**src/rtl/bit_serial_pkg.sv**
```systemverilog
// Shared definitions for the bit-serial subtractor: FSM encoding and default width.
package bit_serial_pkg;

    localparam int DEFAULT_WIDTH = 8;

    typedef enum logic [1:0] {
        IDLE  = 2'b00,
        SHIFT = 2'b01,
        DONE  = 2'b10
    } state_t;

endpackage : bit_serial_pkg

```
**src/rtl/full_subtractor.sv**
```systemverilog
// One-bit full subtractor: d = a - b - bin, with borrow out.
module full_subtractor (
    input  logic a,
    input  logic b,
    input  logic bin,
    output logic d,
    output logic bout
);

    assign d    = a ^ b ^ bin;
    assign bout = (~a & b) | (~(a ^ b) & bin);

endmodule : full_subtractor

```
**src/rtl/bit_serial_subtractor.sv**
```systemverilog
// Bit-serial A-B over WIDTH cycles, LSB first, with a one-cycle done pulse.
// Optional two's-complement overflow output Ovf when BIT_SERIAL_SUB_OVERFLOW_EN is defined.
module bit_serial_subtractor
    import bit_serial_pkg::*;
#(
    parameter int WIDTH = DEFAULT_WIDTH
) (
    input  logic             clk,
    input  logic             reset,
    input  logic             start,
    input  logic [WIDTH-1:0] A,
    input  logic [WIDTH-1:0] B,
    output logic             busy,
    output logic             done,
    output logic [WIDTH-1:0] Diff,
`ifdef BIT_SERIAL_SUB_OVERFLOW_EN
    output logic             Ovf,
`endif
    output logic             Bout
);

    localparam int CW = (WIDTH > 2) ? $clog2(WIDTH) : 1;
    localparam logic [CW-1:0] LAST = CW'(WIDTH - 1);

    state_t           state_q, state_d;
    logic [WIDTH-1:0] a_q, a_d;
    logic [WIDTH-1:0] b_q, b_d;
    logic [WIDTH-1:0] r_q, r_d;
    logic             br_q, br_d;
    logic [CW-1:0]    cnt_q, cnt_d;
    logic [WIDTH-1:0] diff_q, diff_d;
    logic             bout_q, bout_d;
    logic             load;
    logic             fs_d, fs_bout;

`ifdef BIT_SERIAL_SUB_OVERFLOW_EN
    logic asgn_q, asgn_d;
    logic bsgn_q, bsgn_d;
    logic ovf_q, ovf_d;
`endif

    full_subtractor u_fs (
        .a    (a_q[0]),
        .b    (b_q[0]),
        .bin  (br_q),
        .d    (fs_d),
        .bout (fs_bout)
    );

    // New operands are accepted from IDLE or, back-to-back, from DONE.
    assign load = start && (state_q == IDLE || state_q == DONE);

    always_comb begin
        state_d = state_q;
        a_d     = a_q;
        b_d     = b_q;
        r_d     = r_q;
        br_d    = br_q;
        cnt_d   = cnt_q;
        diff_d  = diff_q;
        bout_d  = bout_q;
`ifdef BIT_SERIAL_SUB_OVERFLOW_EN
        asgn_d  = asgn_q;
        bsgn_d  = bsgn_q;
        ovf_d   = ovf_q;
`endif

        case (state_q)
            IDLE, DONE: begin
                if (load) begin
                    state_d = SHIFT;
                    a_d     = A;
                    b_d     = B;
                    r_d     = '0;
                    br_d    = 1'b0;
                    cnt_d   = '0;
`ifdef BIT_SERIAL_SUB_OVERFLOW_EN
                    asgn_d  = A[WIDTH-1];
                    bsgn_d  = B[WIDTH-1];
`endif
                end else begin
                    state_d = IDLE;
                end
            end
            SHIFT: begin
                a_d  = a_q >> 1;
                b_d  = b_q >> 1;
                r_d  = {fs_d, r_q[WIDTH-1:1]};
                br_d = fs_bout;
                if (cnt_q == LAST) begin
                    // Final bit is still in flight, so publish the next-state view.
                    state_d = DONE;
                    diff_d  = {fs_d, r_q[WIDTH-1:1]};
                    bout_d  = fs_bout;
`ifdef BIT_SERIAL_SUB_OVERFLOW_EN
                    ovf_d   = (asgn_q != bsgn_q) && (fs_d != asgn_q);
`endif
                end else begin
                    cnt_d = cnt_q + CW'(1);
                end
            end
            default: state_d = IDLE;
        endcase
    end

    always_ff @(posedge clk or negedge reset) begin
        if (!reset) begin
            state_q <= IDLE;
            a_q     <= '0;
            b_q     <= '0;
            r_q     <= '0;
            br_q    <= 1'b0;
            cnt_q   <= '0;
            diff_q  <= '0;
            bout_q  <= 1'b0;
`ifdef BIT_SERIAL_SUB_OVERFLOW_EN
            asgn_q  <= 1'b0;
            bsgn_q  <= 1'b0;
            ovf_q   <= 1'b0;
`endif
        end else begin
            state_q <= state_d;
            a_q     <= a_d;
            b_q     <= b_d;
            r_q     <= r_d;
            br_q    <= br_d;
            cnt_q   <= cnt_d;
            diff_q  <= diff_d;
            bout_q  <= bout_d;
`ifdef BIT_SERIAL_SUB_OVERFLOW_EN
            asgn_q  <= asgn_d;
            bsgn_q  <= bsgn_d;
            ovf_q   <= ovf_d;
`endif
        end
    end

    assign busy = (state_q != IDLE);
    assign done = (state_q == DONE);
    assign Diff = diff_q;
    assign Bout = bout_q;
`ifdef BIT_SERIAL_SUB_OVERFLOW_EN
    assign Ovf  = ovf_q;
`endif

endmodule : bit_serial_subtractor

```
**config.mk**
```make
export PLATFORM = sky130hd
export DESIGN_NAME = bit_serial_subtractor
export DESIGN_NICKNAME = d
export VERILOG_FILES = /design/src/rtl/bit_serial_pkg.sv /design/src/rtl/full_subtractor.sv /design/src/rtl/bit_serial_subtractor.sv
export SDC_FILE = /design/constraint.sdc
export NUM_CORES = 1
export LEC_CHECK = 0
export BUFFER_PORTS_ARGS = -buffer_cell sky130_fd_sc_hd__buf_2
export CORE_ASPECT_RATIO = 1.5
export CORE_MARGIN = 3
export CORE_UTILIZATION = 61
export CTS_BUF_LIST = sky130_fd_sc_hd__clkbuf_4 sky130_fd_sc_hd__clkbuf_8
export CTS_CLUSTER_SIZE = 24
export DETAILED_ROUTE_END_ITERATION = 16
export PLACE_DENSITY = 0.85
export SYNTH_ARGS = -nofsm -noshare
export SYNTH_HDL_FRONTEND = slang
export SYNTH_SLANG_ARGS = --single-unit
```
**constraint.sdc**
```tcl
create_clock -name clk -period 3.05 [get_ports clk]
set_clock_uncertainty 0.15 [all_clocks]
set_input_delay 0.305 -clock clk [delete_from_list [all_inputs] [get_ports clk]]
set_output_delay 0.305 -clock clk [all_outputs]
set_load 0.01 [all_outputs]
```
* Word level (Yosys, flattened, before mapping)
Cells that the tools add are included.
** Cells by class
- Add/sub/neg operators :: 1
- Eq/ne operators :: 6
- Multiplexer cells :: 14
- Bitwise logic cells :: 7
- Reductions and logical operators :: 9
** Operators by type and width (count)
- $pmux W8 S2 :: 3
- $mux W8 :: 3
- $mux W3 :: 2
- $ne A2 B2 Y1 const B :: 3
- $pmux W3 S2 :: 1
- $pmux W2 S2 :: 1
- $reduce_and A2 Y1 :: 2
- $reduce_bool A2 Y1 :: 2
- $add A3 B1 Y3 const B :: 1
- $eq A3 B3 Y1 const B :: 1
- $reduce_and A3 Y1 :: 1
- $and A1 B1 Y1 :: 2
- $eq A2 B1 Y1 const B :: 1
- $eq A2 B2 Y1 const B :: 1
- $logic_not A2 Y1 :: 1
- $mux W1 :: 2
- $mux W2 :: 1
- $not A1 Y1 :: 2
- $pmux W1 S2 :: 1
- $reduce_or A2 Y1 :: 1
- $xor A1 B1 Y1 :: 2
- $logic_and A1 B1 Y1 :: 1
- $logic_or A1 B1 Y1 :: 1
- $or A1 B1 Y1 :: 1
** Storage, ports and cells
- Flip-flop bits (word level) :: 39
- Input bits :: 19
- Output and inout port bits :: 11
- Word-level logic and storage cells :: 45

* Longest topological paths before layout
Gate-level depths: netlist of run 1.
- Depth after elaboration :: 5
- Depth in mapped cells :: 6
- Gate-level depth less buffers :: 5

* Modules after synthesis
Synthesis of run 1 repeated with hierarchy kept, for this count alone.
** Second synthesis, totals
- Cell total of the unflattened synthesis :: 164
- Area, all modules :: 1873.0 sq um
** By module, submodules not included
- bit_serial_subtractor :: times used 1, cells an instance 160, area each 1841.8 sq um, seq. area each 950.9 sq um
- full_subtractor :: times used 1, cells an instance 4, area each 31.3 sq um, seq. area each 0.0 sq um

* Worst setup path before layout of run 1
No wires, ideal clock.
- Path type :: reg2reg
- From :: reg cnt_q[0]
- To :: reg diff_q[1], in the netlist Diff[1]
- Library setup time :: 0.125 ns
- Arrival time :: 1.299 ns
- Required time :: 2.775 ns
- Setup slack :: 1.476 ns
- Cell stages (with the launch flop) :: 6
- Path buffers :: 1
- Clock period less this slack :: 1.574 ns
- Cell sequence :: dfrtp_1 ha_1 ha_1 nand3b_4 buf_6 mux2_4
** On the way
- Longest elaborated chain between the ends :: 2
** RTL lines
- from (decl) :: line bit_serial_subtractor.sv:30 : logic [CW-1:0] cnt_q, cnt_d;
- from (signal assigned) :: line bit_serial_subtractor.sv:127 : cnt_q <= cnt_d;
- $eq A3 B3 Y1 :: line bit_serial_subtractor.sv:90 : if (cnt_q == LAST) begin
- $reduce_and A2 Y1 (no source line)
- to (signal assigned) :: line bit_serial_subtractor.sv:128 : diff_q <= diff_d;
- to (decl) :: line bit_serial_subtractor.sv:31 : logic [WIDTH-1:0] diff_q, diff_d;
No other way between the ends.
A chain may end at the register's enable or synchronous reset.

* Worst setup path in the final report of run 1
- From :: reg state_q[0]
- To :: out busy
** On the way
- Longest elaborated chain between the ends :: 1
** RTL lines
- from (decl) :: line bit_serial_subtractor.sv:25 : state_t state_q, state_d;
- from (signal assigned) :: line bit_serial_subtractor.sv:122 : state_q <= state_d;
- $reduce_bool A2 Y1 :: line bit_serial_subtractor.sv:138 : assign busy = (state_q != IDLE);
- to (decl) :: line bit_serial_subtractor.sv:13 : output logic busy,
No other way between the ends.

==> metrics.md, run 1 <==
| Metric | Value |
|---|---|
| H-tree level count | `2` |
| Synth warn | `0` |
| Antenna Nets Post-Route | `0` |
| Max Fanout on Critical Path | `26` |
| FP Rows | `24` |
| Port Buf Inserts | `29` |
| First-pass GRT wire length | `6220 um` |
| CTS tree | `done` |
| Initial drt markers | `18` |
| GPL Wtd Cong | `0.858` |
| Crit path launch type | `flop` |
| Final setup TNS | `0 ns` |
| CTS max path bufs | `2` |
| Worst endpoint required time | `2.59 ns` |
| Synthesized area per cell | `11.9 sq um` |
| Min-Delay Path Depth | `3` |
| P&R area growth vs syn | `9.82%` |
| Outcome | `finished clean` |
| Register bit total from synthesis | `38` |
| R2R depth | `3` |
| Max incr delay on CP | `0.69 ns` |
| Vias in the first global route | `1339` |
| Total Routing Usage GR | `21.3%` |
| Synthesized area | `1960 sq um` |
| Max Freq | `0.496 GHz` |
| Top delay family on crit path | `flip-flops` |
| CP max stage cell | `dfrtp_1` |
| Sequential element share of the synthesized area | `48.4%` |
| Tightest Pin Transition | `0.848 ns` |
| Vias | `1352` |
| CP Data Arrival Time | `1.56 ns` |
| CP Depth | `2` |
| M1 WL | `1510 um` |
| Final hold vios | `0` |
| Post-DP HPWL | `2490 um` |
| PD cells | `980 nW/um^2` |
| Distinct cell type count of the synthesized netlist | `27` |
| Initial antenna violation count | `0` |
| Number of CTS-inserted buffers | `5` |
| Highest Signal Layer | `met4` |
| Gate Count Post-Synth | `165` |
| CP cell instances | `or2_2 > buf_2` |
| Detailed Routing Iterations Pass 1 | `6` |
| ANT cells | `0` |
| # IOs | `30` |
| Fin. max-slew vios | `0` |
| Design Area, Final | `2160 sq um` |
| Largest net degree at the start of global routing | `39` |
| Tmin final | `2.02 ns` |
| Routed wl met2 | `1920 um` |
| WL/cell | `16.1 um` |
| Nets | `213` |
| LEAKAGE | `0.995 nW` |
| Crit end category | `output port` |
| Min-Delay Path Class | `in2reg` |
| CTS-repair resized insts | `0` |
| Placed cell area | `2060 sq um` |
| Final setup viols | `0` |
| Die width | `52.3 um` |
| Max-Cap Viols | `0` |
| CORE AREA | `3000 sq um` |
| Maximum vdd ir drop | `639 uV` |
| Vias per inst | `5.90` |
| Gr ovfl total | `0` |
| Total of fill cells in the finished design | `222` |
| Worst-Skew Late Latency | `0.29 ns` |
| Met3 Wirelength | `165 um` |
| CTS Sinks | `38` |
| Syn nets | `187` |
| Root Buffer | `clkbuf_8` |
| Slew margin rel. | `43.4%` |
| Drt total wl | `3690 um` |
| Final cycle utilization of the critical path | `66.1%` |
| Total die area | `3950 sq um` |
| DR DRC count | `0` |
| Die Height | `75.5 um` |
| Initial Util | `65.4%` |
| Share of cells above drive strength 1 | `29.5%` |
| Critical path type | `reg2out` |
| Crit path buf inv count | `1` |
| RSZ-0062 raised after global routing | `no` |
| Worst-path clk slew | `0.07 ns` |
==> cell usage in the layout (no fill, tap or decap) <==
master and count:
dfrtp_1 38, inv_1 3, or2_2 1, nand2_1 8, a211oi_1 14, mux2i_1 18
clkbuf_8 6, a22o_1 6, o21ai_0 4, nor2b_1 15, nand3b_4 1, ha_1 2
mux2_4 7, nand2b_1 2, buf_4 2, dlygate4sd3_1 1, fa_1 1, o211ai_1 2
nand3_1 4, buf_2 29, a21oi_1 14, nor2_2 1, nor2_1 1, o21ai_1 1
mux2_2 9
==> routing by layer <==
metal | global-route usage, % | vias up
met3 | 5.87 | 13
met5 | 0 | -
met1 | 25.9 | 655
li1 | - | 644
met2 | 35.4 | 40
met4 | 9.09 | 0
==> power breakdown <==
part	switching, mW	internal [mW]
sequential	0.202	0.736
combinational	0.378	0.457
clock	0.165	0.174
total	0.745	1.37
==> logic make-up (layout without fill, tap and decap cells) <==
kind of cell | Yosys count | count (layout) | synth area share (%)
compound gates | 41 | 41 | 13.6
fa+ha+maj | 3 | 3 | 2.29
buf+inv | 16 | 41 | 6.12
flops | 38 | 38 | 48.4
mux | 34 | 34 | 19.7
simple gates | 33 | 33 | 9.82
==> worst reg2reg max path, cell delays in order (launching register included) <==
cell and delay (ns):
dfrtp_1 0.90, buf_4 0.41, nor2_2 0.14, a22o_1 0.27
==> cells in the mapped netlist (all sizes together) <==
master | number | area, sq um
or2 | 1 | 6.26
nor2b | 15 | 93.8
nand3b | 1 | 20.0
ha | 2 | 25.0
o211ai | 2 | 15.0
nor2 | 2 | 10.0
inv | 3 | 11.3
fa | 1 | 20.0
a22o | 6 | 52.6
mux2 | 16 | 206
buf | 12 | 105
a21oi | 14 | 70.1
nand2 | 8 | 30.0
clkbuf | 1 | 3.75
dfrtp | 38 | 951
nand2b | 2 | 12.5
nand3 | 4 | 20.0
a211oi | 14 | 105
mux2i | 18 | 180
o21ai | 5 | 25.0
==> worst paths after layout <==
check	from	endpoint	slack, ns
worst max register to register	state_q[0]$_DFFE_PN0P_	r_q[1]$_DFFE_PN0P_	1.06
max in group asynchronous	reset	state_q[1]$_DFFE_PN0P_	1.73
worst min-delay path	A[6]	a_q[6]$_DFFE_PN0P_	0.14
min in group asynchronous	reset	Diff[5]$_DFFE_PN0P_	0.50
worst min register to register	cnt_q[0]$_DFFE_PN0P_	cnt_q[0]$_DFFE_PN0P_	0.36
worst max-delay path	state_q[0]$_DFFE_PN0P_	busy	1.03
==> per-stage QoR <==
stage               total power [mW]  hold slack [ns]  util (%)  setup slack [ns]  std cells
global placement                1.71            0.280      68.7              1.22        222
global route                    2.27            0.171      71.8             0.958        229
finish                          2.11            0.145      71.8              1.03        229
floorplan                       1.57           -0.141         -              1.48        165
detailed placement              1.78            0.295      68.7              1.11        222
CTS                             2.12            0.139      71.8              1.05        229
==> sequential cells by signal, indices dropped and copies added (netlist names) <==
register,count
a_q,8
r_q,7
state_q,2
br_q,1
Bout,1
Diff,8
cnt_q,3
b_q,8
==> timing repair <==
action	in CTS	in global routing
endpoints found under the hold margin	38	0
buffers inserted	0	0
hold buffers	1	0
==> cell type report <==
cell class / instances / area [sq um] / area share [%]
flip-flops and latches: 38 / 951 / 44.1
multi-input cells: 111 / 892 / 41.4
repair buffers: 32 / 170 / 7.89
clock buffers: 6 / 82.6 / 3.83
well taps: 39 / 48.8 / 2.26
inverters: 3 / 11.3 / 0.522
Note: power is estimated with default switching activity, not from simulation.
==> run 2, diff against run 1 <==
--- a/config.mk
+++ b/config.mk
@@ -8,11 +8,11 @@
 export BUFFER_PORTS_ARGS = -buffer_cell sky130_fd_sc_hd__buf_2
 export CORE_ASPECT_RATIO = 1.5
 export CORE_MARGIN = 3
-export CORE_UTILIZATION = 61
+export CORE_UTILIZATION = 58
 export CTS_BUF_LIST = sky130_fd_sc_hd__clkbuf_4 sky130_fd_sc_hd__clkbuf_8
 export CTS_CLUSTER_SIZE = 24
 export DETAILED_ROUTE_END_ITERATION = 16
-export PLACE_DENSITY = 0.85
+export PLACE_DENSITY = 0.81
 export SYNTH_ARGS = -nofsm -noshare
 export SYNTH_HDL_FRONTEND = slang
 export SYNTH_SLANG_ARGS = --single-unit
==> constraint.sdc (replaced) <==
create_clock -name clk -period 1.95 [get_ports clk]
set_clock_uncertainty 0.15 [all_clocks]
set_input_delay 0.195 -clock clk [delete_from_list [all_inputs] [get_ports clk]]
set_output_delay 0.195 -clock clk [all_outputs]
set_load 0.01 [all_outputs]
==> run 2 against run 1 <==
Total power is 58% higher. Register-to-register slack worse by 0.82 ns. Global-route usage is 1.4 points lower. Via count is 0.74% lower. Critical path depth is 1 higher. Routed wire length is 2.2% lower. Non-clock buffer count is 4 higher. Cell area is 2.6% higher. Sequential power is 54% higher. Sequential cell count stayed put. Largest cell class unchanged. Largest power group unchanged.
==> metrics.md, run 2 (synthesis gave the netlist of run 1 again) <==
| Metric | Value |
|---|---|
| Outcome | `finished clean` |
| Critical path type | `reg2out` |
| Slew margin rel. | `61.8%` |
| GPL Wtd Cong | `0.757` |
| R2R depth | `5` |
| Min-Delay Path Depth | `3` |
| R2r setup slk | `0.24 ns` |
| Share of cells above drive strength 1 | `31.6%` |
| Tmin final | `1.77 ns` |
| Final setup viols | `0` |
| Hold slack final | `0.0282 ns` |
| Storage element area | `951 sq um` |
| Max Fanout on Critical Path | `15` |
| Design Power | `3.33 mW` |
| Post-DP HPWL | `2520 um` |
| Final cycle utilization of the critical path | `90.9%` |
| Vias in the first global route | `1424` |
| Worst-path clk slew | `0.07 ns` |
| PD cells | `1500 nW/um^2` |
| CTS tree | `done` |
| First-pass GRT wire length | `6200 um` |
| Worst flop-to-flop path startpoint | `cnt_q[0]$_DFFE_PN0P_` |
| Commonest non-fill, non-tap cell in the layout | `dfrtp_1` |
| DR DRC count | `0` |
| Number of CTS-inserted buffers | `5` |
| RSZ-0062 raised after global routing | `no` |
| Maximum vdd ir drop | `844 uV` |
| Gr ovfl total | `0` |
| Post-Layout Cell Count | `236` |
| Initial drt markers | `21` |
| Nets | `217` |
| Area of the multi-input gates | `892 sq um` |
| Critical hold path startpoint | `A[4]` |
| CTS-repair resized insts | `0` |
| Worst-Skew Late Latency | `0.28 ns` |
| Dpl ws | `0.248 ns` |
| Post-CTS Setup Repair Bufs | `0` |
| Vias | `1342` |
| Max-Cap Viols | `0` |
| LEAKAGE | `1.03 nW` |
| CORE AREA | `3190 sq um` |
| Fin. max-slew vios | `0` |
| Total Routing Usage GR | `19.9%` |
| # IOs | `30` |
| P&R area growth vs syn | `12.7%` |
| Final hold vios | `0` |
| Worst endpoint required time | `1.60 ns` |
| Port Buf Inserts | `29` |
| Post-CTS Hold Buffers | `1` |
| Vias per inst | `5.69` |
| Die width | `53.5 um` |
| Tightest Pin Transition | `0.573 ns` |
| CP Data Arrival Time | `1.43 ns` |
| WL/cell | `15.3 um` |
| Total die area | `4130 sq um` |
| Drt total wl | `3610 um` |
| Final setup TNS | `0 ns` |
| CTS max path bufs | `2` |
| Placed Instances | `227` |
| Worst hold path endpoint | `a_q[4]$_DFFE_PN0P_` |
| Die Height | `77.3 um` |
| Most frequent cells in the layout | `dfrtp_1, buf_2, mux2i_1` |
| Final WS setup | `0.177 ns` |
| Initial Util | `61.5%` |
| Initial antenna violation count | `0` |
| Root Buffer | `clkbuf_8` |
| Detailed Routing Iterations Pass 1 | `4` |
| Worst reg2reg path endpoint | `cnt_q[0]$_DFFE_PN0P_` |
| Max Freq | `0.564 GHz` |
| CTS Sinks | `38` |
| Min-Delay Path Class | `in2reg` |
| Crit path launch type | `flop` |
| Crit end category | `output port` |
| Antenna Nets Post-Route | `0` |
| Largest net degree at the start of global routing | `39` |
| Total of fill cells in the finished design | `246` |
| ANT cells | `0` |
| FP Rows | `25` |
| H-tree level count | `2` |
run 2: critical path, cell delays in order (launching register included):
cell     delay, ns
dfrtp_1       0.68
buf_4         0.27
nor2b_1       0.05
buf_2         0.13
run 2: final cells by class:
class | instances | share of cell area, %
Sequential cell | 38 | 43.0
Tap cell | 40 | 2.26
Multi-Input combinational cell | 111 | 40.3
Inverter | 3 | 0.509
Clock inverter | 1 | 0.226
Timing Repair Buffer | 36 | 9.62
Clock buffer | 7 | 4.07
run 2: how the worst max path moves through the flow:
stage | start | to | slack [ns]
after global routing | state_q[0]$_DFFE_PN0P_ | done | 0.08
final | state_q[0]$_DFFE_PN0P_ | done | 0.18
after floorplan | cnt_q[0]$_DFFE_PN0P_ | Diff[1]$_DFFE_PN0P_ | 0.38
after CTS | state_q[0]$_DFFE_PN0P_ | done | 0.17
after detailed placement | cnt_q[0]$_DFFE_PN0P_ | cnt_q[0]$_DFFE_PN0P_ | 0.25
after global placement | cnt_q[0]$_DFFE_PN0P_ | Diff[0]$_DFFE_PN0P_ | 0.35
run 2: report_power, final:
part           leakage, nW  switching, mW  total [mW]  internal [mW]
registers            0.471          0.287        1.44           1.15
clock network       0.0517          0.261       0.560          0.299
logic                0.503          0.591        1.33          0.739
total                 1.03           1.14        3.33           2.19
run 2: layer usage:
metal / GRT usage, % / vias up / wire, um
met1: 22.0 / 652 / 1450
met5: 0 / - / 0
met3: 5.24 / 10 / 152
li1: - / 651 / -
met4: 6.91 / 0 / 71
met2: 34.9 / 29 / 1930
run 2: per-stage QoR:
stage | instance area, sq um | utilization [%]
after CTS | 2210 | 69.3
after detailed placement | 2110 | 66.0
after floorplan | 1960 | -
final | 2210 | 69.3
after global routing | 2210 | 69.3
after global placement | 2110 | 66.0
==> run 3, diff against run 2 <==
==> constraint.sdc (replaced) <==
create_clock -name clk -period 1.8 [get_ports clk]
set_clock_uncertainty 0.15 [all_clocks]
set_input_delay 0.18 -clock clk [delete_from_list [all_inputs] [get_ports clk]]
set_output_delay 0.18 -clock clk [all_outputs]
set_load 0.01 [all_outputs]
==> run 3 against run 2 <==
Critical path depth down 1. Sequential cell count unchanged. Critical endpoint is now busy. Core utilization up 1.6 points. Combinational power up 11%. Clock-buffer cell count down 2. Global-route usage up 1.4 points. Worst setup slack worse by 0.080 ns. Routed wire length up 6.5%. Largest cell class unchanged. Die area unchanged.
==> metrics.md, run 3 (synthesis gave the netlist of run 1 again) <==
| Metric | Value |
|---|---|
| Outcome | `finished clean` |
| Crit path launch type | `flop` |
| Initial drt markers | `19` |
| Most frequent cells in the layout | `dfrtp_1, buf_2, mux2i_1` |
| Design Area, Final | `2260 sq um` |
| Min-Delay Path Depth | `3` |
| First-pass GRT wire length | `6380 um` |
| Post-CTS Setup Repair Bufs | `0` |
| Number of CTS-inserted buffers | `5` |
| Final hold vios | `0` |
| CTS max path bufs | `2` |
| Design Power | `3.76 mW` |
| Initial antenna violation count | `0` |
| Critical path type | `reg2out` |
| Min-Delay Path Class | `in2reg` |
| ANT cells | `0` |
| RSZ-0062 raised after global routing | `no` |
| Root Buffer | `clkbuf_8` |
| Commonest non-fill, non-tap cell in the layout | `dfrtp_1` |
| Worst endpoint required time | `1.47 ns` |
| Detailed Routing Iterations Pass 1 | `4` |
| GPL Wtd Cong | `0.787` |
| Max Fanout on Critical Path | `14` |
| Post-Layout Cell Count | `239` |
| CP max stage cell | `dfrtp_1` |
| P&R area growth vs syn | `15.2%` |
| Largest net degree at the start of global routing | `35` |
| H-tree level count | `2` |
| Tightest Pin Transition | `0.546 ns` |
| Placed Instances | `230` |
| Final setup TNS | `0 ns` |
| Slew margin rel. | `63.6%` |
| Vias in the first global route | `1365` |
| Total die area | `4130 sq um` |
| Gr ovfl total | `0` |
| PD cells | `1660 nW/um^2` |
| Final cycle utilization of the critical path | `94.6%` |
| Vias per inst | `5.71` |
| Tmin final | `1.70 ns` |
| Max incr delay on CP | `0.58 ns` |
| Vias | `1365` |
| Maximum vdd ir drop | `1010 uV` |
| R2R depth | `2` |
| Crit end category | `output port` |
| CTS Sinks | `38` |
| Post-DP HPWL | `2730 um` |
| Drt total wl | `3850 um` |
| Die Height | `77.3 um` |
| FP Rows | `25` |
| CORE AREA | `3190 sq um` |
| DR DRC count | `0` |
| CP cell instances | `or2_2 > buf_2` |
| WL/cell | `16.1 um` |
| Die width | `53.5 um` |
| Port Buf Inserts | `29` |
| CTS tree | `done` |
| Antenna Nets Post-Route | `0` |
| Worst-path clk slew | `0.07 ns` |
| Final setup viols | `0` |
| Total Routing Usage GR | `21.3%` |
| # IOs | `30` |
| Max Freq | `0.587 GHz` |
| Initial Util | `61.5%` |
| Placed cell area | `2140 sq um` |
| Share of cells above drive strength 1 | `33.2%` |
| CP Data Arrival Time | `1.37 ns` |
| Fin. max-slew vios | `0` |
| Nets | `220` |
| Max-Cap Viols | `0` |
| LEAKAGE | `1.05 nW` |
| Worst-Skew Late Latency | `0.30 ns` |
==> run 3: cell count changes in the layout (fill, tap and decap cells not counted), sizes merged <==
cell / delta
bufinv: +1
clkinv: +1
buf: +3
clkbuf: -2
==> run 3: through the flow <==
| stage | setup slack (ns) | utilization, % | hold slack, ns |
|---|---|---|---|
| floorplan | 0.226 | - | -0.266 |
| global placement | 0.204 | 67.1 | -0.00621 |
| CTS | 0.0773 | 70.9 | 0.00650 |
| detailed placement | 0.150 | 67.1 | 0.00144 |
| global route | 0.0407 | 70.9 | 0.0285 |
| finish | 0.0967 | 70.9 | 0.00834 |
==> run 3: critical path: cells and delay by family, from the launching register on <==
kind,cells,cell delay [ns]
buffers and inverters,1,0.14
AND/OR/NAND/NOR,1,0.36
flip-flops,1,0.58
==> run 3: final timing paths <==
check                      slack (ns)                   start                   end
min in group asynchronous        0.21                   reset  cnt_q[2]$_DFFE_PN0P_
max reg2reg                      0.14  state_q[1]$_DFFE_PN0P_   Diff[0]$_DFFE_PN0P_
min reg2reg                      0.33    cnt_q[0]$_DFFE_PN0P_  cnt_q[0]$_DFFE_PN0P_
max in group asynchronous        0.82                   reset    r_q[5]$_DFFE_PN0P_
min                             0.008                    A[4]    a_q[4]$_DFFE_PN0P_
max                               0.1  state_q[1]$_DFFE_PN0P_                  busy
==> run 3: repair_timing <==
| item | in CTS | in global routing |
|---|---|---|
| hold buffers | 1 | 0 |
| endpoints found under the setup margin | 0 | 1 |
| gates resized for setup | 0 | 1 |
| hold endpoints to repair | 18 | 0 |
==> run 3: where the power goes <==
part           internal, mW  total [mW]  switching [mW]
clock                 0.408       0.712           0.305
sequential             1.25        1.58           0.332
combinational         0.815        1.47           0.651
==> run 3: area by class of cell <==
class                   count  area, sq um
flip-flops and latches     38          952
clock buffers               5         68.8
inverters                   3         11.3
clock inverters             3         40.0
multi-input cells         111          892
well taps                  40         50.0
repair buffers             39          248
fillers                   245          928
==> run 3: layer usage <==
metal  global-route usage, %  vias up  share of wire [%]
met4                    10.7        0                2.8
li1                        -      660                  -
met1                    25.5      661                 41
met3                    4.27       12                3.9
met2                    34.9       32                 53
met5                       0        -                  0
